<file path="src/rtl/button_conditioner.sv">
// Up/down push-button conditioner: 2-FF sync, debounce, press pulse and hold-to-repeat.
// Define BUTTON_CONDITIONER_AUTO_REPEAT_EN to build the DELAY/REPEAT auto-repeat machine.
module button_conditioner #(
  parameter int unsigned DEBOUNCE_CYCLES     = 1_000_000,
  parameter int unsigned REPEAT_DELAY_CYCLES = 50_000_000,
  parameter int unsigned REPEAT_RATE_CYCLES  = 10_000_000
) (
  input  logic clk,
  input  logic resetn,
  input  logic up_raw,
  input  logic down_raw,
  output logic up_pulse,
  output logic down_pulse,
  output logic up_held,
  output logic down_held
);

  localparam int unsigned DW = (DEBOUNCE_CYCLES > 1) ? $clog2(DEBOUNCE_CYCLES) : 1;
  localparam logic [DW-1:0] DC_MAX = DW'(DEBOUNCE_CYCLES - 1);

  generate
    if (DEBOUNCE_CYCLES < 2 || REPEAT_DELAY_CYCLES < 2 || REPEAT_RATE_CYCLES < 2) begin : g_param_check
      $error("button_conditioner: cycle parameters must be >= 2");
    end
  endgenerate

  // Index 0 is the up channel, index 1 the down channel.
  logic [1:0]    raw;
  logic [1:0]    sync1;
  logic [1:0]    s;
  logic [1:0]    held;
  logic [1:0]    held_nxt;
  logic [1:0]    pulse_nxt;
  logic [1:0]    pulse_q;
  logic [DW-1:0] dc     [2];
  logic [DW-1:0] dc_nxt [2];
  logic          both_nxt;

  assign raw = {down_raw, up_raw};

  always_comb begin
    for (int unsigned c = 0; c < 2; c++) begin
      held_nxt[c] = held[c];
      dc_nxt[c]   = '0;
      if (s[c] != held[c]) begin
        if (dc[c] == DC_MAX) begin
          held_nxt[c] = s[c];
        end else begin
          dc_nxt[c] = dc[c] + 1'b1;
        end
      end
    end
  end

  // Decisions use the held value being loaded this edge so the pulse lines up with held.
  assign both_nxt = &held_nxt;

  always_ff @(posedge clk) begin
    if (!resetn) begin
      sync1   <= '0;
      s       <= '0;
      held    <= '0;
      pulse_q <= '0;
      for (int unsigned c = 0; c < 2; c++) begin
        dc[c] <= '0;
      end
    end else begin
      sync1   <= raw;
      s       <= sync1;
      held    <= held_nxt;
      pulse_q <= pulse_nxt;
      for (int unsigned c = 0; c < 2; c++) begin
        dc[c] <= dc_nxt[c];
      end
    end
  end

`ifdef BUTTON_CONDITIONER_AUTO_REPEAT_EN
  localparam int unsigned RMAX = (REPEAT_DELAY_CYCLES > REPEAT_RATE_CYCLES) ?
                                 REPEAT_DELAY_CYCLES : REPEAT_RATE_CYCLES;
  localparam int unsigned RW = $clog2(RMAX);
  localparam logic [RW-1:0] RD_MAX = RW'(REPEAT_DELAY_CYCLES - 1);
  localparam logic [RW-1:0] RR_MAX = RW'(REPEAT_RATE_CYCLES - 1);

  typedef enum logic [1:0] {IDLE, DELAY, REPEAT} state_t;

  state_t        state     [2];
  state_t        state_nxt [2];
  logic [RW-1:0] rc        [2];
  logic [RW-1:0] rc_nxt    [2];

  always_comb begin
    for (int unsigned c = 0; c < 2; c++) begin
      state_nxt[c] = state[c];
      rc_nxt[c]    = rc[c];
      pulse_nxt[c] = 1'b0;
      if (!held_nxt[c] || both_nxt) begin
        state_nxt[c] = IDLE;
        rc_nxt[c]    = '0;
      end else begin
        case (state[c])
          IDLE: begin
            // Staying IDLE while held after a dual-press lockout blocks any pulse.
            if (!held[c]) begin
              pulse_nxt[c] = 1'b1;
              rc_nxt[c]    = '0;
              state_nxt[c] = DELAY;
            end
          end
          DELAY: begin
            if (rc[c] == RD_MAX) begin
              pulse_nxt[c] = 1'b1;
              rc_nxt[c]    = '0;
              state_nxt[c] = REPEAT;
            end else begin
              rc_nxt[c] = rc[c] + 1'b1;
            end
          end
          REPEAT: begin
            if (rc[c] == RR_MAX) begin
              pulse_nxt[c] = 1'b1;
              rc_nxt[c]    = '0;
            end else begin
              rc_nxt[c] = rc[c] + 1'b1;
            end
          end
          default: begin
            state_nxt[c] = IDLE;
            rc_nxt[c]    = '0;
          end
        endcase
      end
    end
  end

  always_ff @(posedge clk) begin
    if (!resetn) begin
      for (int unsigned c = 0; c < 2; c++) begin
        state[c] <= IDLE;
        rc[c]    <= '0;
      end
    end else begin
      for (int unsigned c = 0; c < 2; c++) begin
        state[c] <= state_nxt[c];
        rc[c]    <= rc_nxt[c];
      end
    end
  end
`else
  assign pulse_nxt = held_nxt & ~held & ~{2{both_nxt}};
`endif

  assign up_pulse   = pulse_q[0];
  assign down_pulse = pulse_q[1];
  assign up_held    = held[0];
  assign down_held  = held[1];

endmodule

</file>
<file path="config.mk">
export PLATFORM = sky130hd
export DESIGN_NAME = button_conditioner
export DESIGN_NICKNAME = d
export VERILOG_FILES = /design/src/rtl/button_conditioner.sv
export SDC_FILE = /design/constraint.sdc
export NUM_CORES = 1
export LEC_CHECK = 0
export BUFFER_PORTS_ARGS = -buffer_cell sky130_fd_sc_hd__buf_2
export CORE_ASPECT_RATIO = 0.7
export CORE_MARGIN = 10
export CORE_UTILIZATION = 25
export CTS_CLUSTER_SIZE = 30
export DETAILED_ROUTE_END_ITERATION = 6
export PLACE_DENSITY_LB_ADDON = 0.08
export SYNTH_ARGS = -nofsm -noshare
export SYNTH_HDL_FRONTEND = slang
export SYNTH_SLANG_ARGS = --single-unit
</file>
<file path="constraint.sdc">
create_clock -name clk -period 2.8 [get_ports clk]
set_input_delay 0.56 -clock clk [delete_from_list [all_inputs] [get_ports clk]]
set_output_delay 0.56 -clock clk [all_outputs]
set_load 0.1 [all_outputs]
</file>
==> results.txt <==
pwr/cell area -> 547.4 nW/um2
most common cell after layout, fill and taps aside -> dfxtp_1
routability cong. -> 0.6896
hold crit path type -> reg2reg
final layout net count -> 256
Async SR Flop Fraction -> 0
post-route setup slack -> 0.6878 ns
Worst-Margin Slew -> 0.4891 ns
CTS tree -> built
largest net degree at the start of global routing -> 21
P&R area growth vs syn -> 14.92%
Worst VDD drop -> 0.0002527 V
# diodes -> 0
Post-Synth Simple-Gate Area -> 0.2918
H-tree lvl count -> 2
Post-Syn Area -> 2088 um2
layout cells sized above 1 -> 0.09200
Sw Share -> 0.1880
DP Worst Slack -> 0.6961 ns
FP Rows -> 27
CP required -> 3.01 ns
Final Cycle Share -> 0.7544
post-synthesis cell count -> 240
Slew Limit Fails -> 0
Crit path max-delay family -> simple AND/OR/NAND/NOR gates
status -> finished, final reports clean
Pleak -> 0.0007078 uW
Main synth FF type -> dfxtp_1
Max Buffers Root-to-Sink -> 2
vias -> 1591
CP endpoint kind -> flip-flop
Final Util -> 0.2997
post-CTS sizing -> 0
GRT Total Usage -> 0.07351
Seq pwr share -> 0.524
Root Driver -> clkbuf_16
clk sinks -> 48
I/O pin count -> 8
Clock power frac -> 0.465
average routed wire per standard cell -> 12.24 um
CTS Hold Bufs -> 0
main combinational cell family by area after synthesis -> simple AND/OR/NAND/NOR gates
warning count from the yosys run -> 0
CTS Buf Count -> 5
vias in the first global route -> 1416
commonest cells after routing, fill and taps aside -> dfxtp_1 (48), nor2_1 (30), xnor2_1 (17)
Fin. Hold Viols -> 0
final wirelength -> 4295 um
fin crit period -> 2.112 ns
register area share after synthesis -> 0.4602
Most Frequent Cell on Critical Path -> or4_1
post-synthesis adder-cell area fraction -> 0.01198
DR pass1 iterations -> 4
post-synthesis compound-gate area fraction -> 0.09227
crit path kind -> reg2reg
Net Count, Synth -> 246
mux cell area share after synthesis -> 0
library cells used by synthesis -> 36
CP Launch Type -> flip-flop
DIE AREA -> 12470 um2
Critical Path Max Stage Delay -> 0.64 ns
Final ANT Viol Nets -> 0
crit path buf inv count -> 0
switching power -> 246.9 uW
xor and xnor area share after synthesis -> 0.1049
P_int -> 1067 uW
core footprint -> 8006 um2
Worst slew margin -> 0.6762
RSZ-0062 raised after global routing -> false
Worst path slowest cell -> or4_1
Vias/cell -> 4.533
final setup fails -> 0
first-pass GRT wire length -> 7389 um
Max-cap violations -> 0
Seq cells post-synth -> 48
crit-path max FO -> 8
syn_area_per_cell -> 8.701 um2
CP Data Arrival Time -> 2.32 ns
DRC errors left -> 0
initial antenna violation count -> 0
crit path cell chain -> ha_1, nand2_1, or4_1, or4_1, a21oi_1
Die Y-Extent -> 96.47 um
Worst-Skew Late Latency -> 0.28 ns
fill cell count -> 835
Setup Fix Bufs, Post-CTS -> 0
Layout Skew -> 0.003618 ns
number of enable flip-flop cells after synthesis -> 0
gr ovfl total -> 0
Comb pwr share -> 0.011
DR iter-0 viols -> 106
setup TNS -> 0 ns
HPWL Detailed -> 3078 um
PortBufs -> 7
Fmax -> 473.4 MHz
Die X -> 129.2 um
Clock transition at path regs -> 0.06 ns
Initial Utilization -> 0.2608
==> sequential cells by signal (all words and copies together) (netlist names) <==
name     count
sync1        2
dc          40
pulse_q      2
s            2
held         2
==> cells in the mapped netlist (2+ instances only) <==
| library cell | number | area [um2] |
|---|---|---|
| ha_1 | 2 | 25.02 |
| nand4_1 | 4 | 25.02 |
| inv_1 | 13 | 48.80 |
| nor3_1 | 7 | 35.03 |
| xnor2_1 | 17 | 148.9 |
| a21oi_1 | 15 | 75.07 |
| and3_1 | 3 | 18.77 |
| clkbuf_1 | 6 | 22.52 |
| dfxtp_1 | 48 | 960.9 |
| xor2_1 | 8 | 70.07 |
| or3_1 | 8 | 50.05 |
| nand3_1 | 13 | 65.06 |
| nor4_1 | 5 | 31.28 |
| or4_1 | 10 | 75.07 |
| buf_2 | 2 | 10.01 |
| nand2_1 | 14 | 52.55 |
| o31ai_1 | 7 | 52.55 |
| and2_1 | 6 | 37.54 |
| o21ai_0 | 6 | 30.03 |
| nor2_1 | 30 | 112.6 |
==> final cells by class <==
| class | instances | area [um2] | share of cell area |
|---|---|---|---|
| tap | 101 | 126.4 | 0.05266 |
| timing repair buffer | 11 | 65.06 | 0.02711 |
| sequential | 48 | 960.9 | 0.4004 |
| multi-input combinational | 171 | 1046 | 0.4359 |
| clock buffer | 7 | 152.6 | 0.06361 |
| inverter | 13 | 48.80 | 0.02033 |
==> metrics by stage <==
step / instance area [um2] / hold slack, ns / std cells / total power (uW)
4_1_cts: 2400 / 0.4365 / 351 / 1341
2_1_floorplan: 2088 / 0.4118 / 240 / 712.2
6_report: 2400 / 0.4376 / 351 / 1314
5_1_grt: 2400 / 0.4551 / 351 / 1366
3_3_place_gp: 2247 / 0.4216 / 344 / 719.0
3_5_place_dp: 2247 / 0.4206 / 344 / 718.7
==> power groups by stage <==
| stage | sequential, uW | clock, uW | combinational, uW |
|---|---|---|---|
| after floorplan | 703 | 0 | 8.82 |
| after global placement | 704 | 0 | 15.2 |
| after detailed placement | 704 | 0 | 14.7 |
| after CTS | 688 | 638 | 14.8 |
| after global routing | 688 | 660 | 16.8 |
| final | 689 | 611 | 14.4 |
==> worst register-to-register path, stage by stage (launching register included) <==
cell     delay [ns]
dfxtp_1        0.39
ha_1           0.25
nand2_1        0.11
or4_1          0.64
or4_1          0.51
a21oi_1        0.14
==> cell families after synthesis <==
family,count (synthesis)
simple gates,112
flops,48
compound gates,32
xor+xnor,25
buf+inv,21
fa+ha+maj,2
==> worst paths after layout <==
kind / start / to / slack (ns) / cells after the start
max reg2reg: dc[0][20] / dc[0][38] / 0.69 / 5
max: dc[0][20] / dc[0][38] / 0.69 / 5
min: sync1[1] / s[1] / 0.44 / 1
min reg2reg: sync1[1] / s[1] / 0.44 / 1
==> per-layer routing <==
layer  GRT usage  part of all wire
met1      0.1170              0.61
met2     0.08820              0.35
met5           0                 0
met3     0.01795             0.019
met4     0.02642             0.016
(Power assumes the default switching activity.)
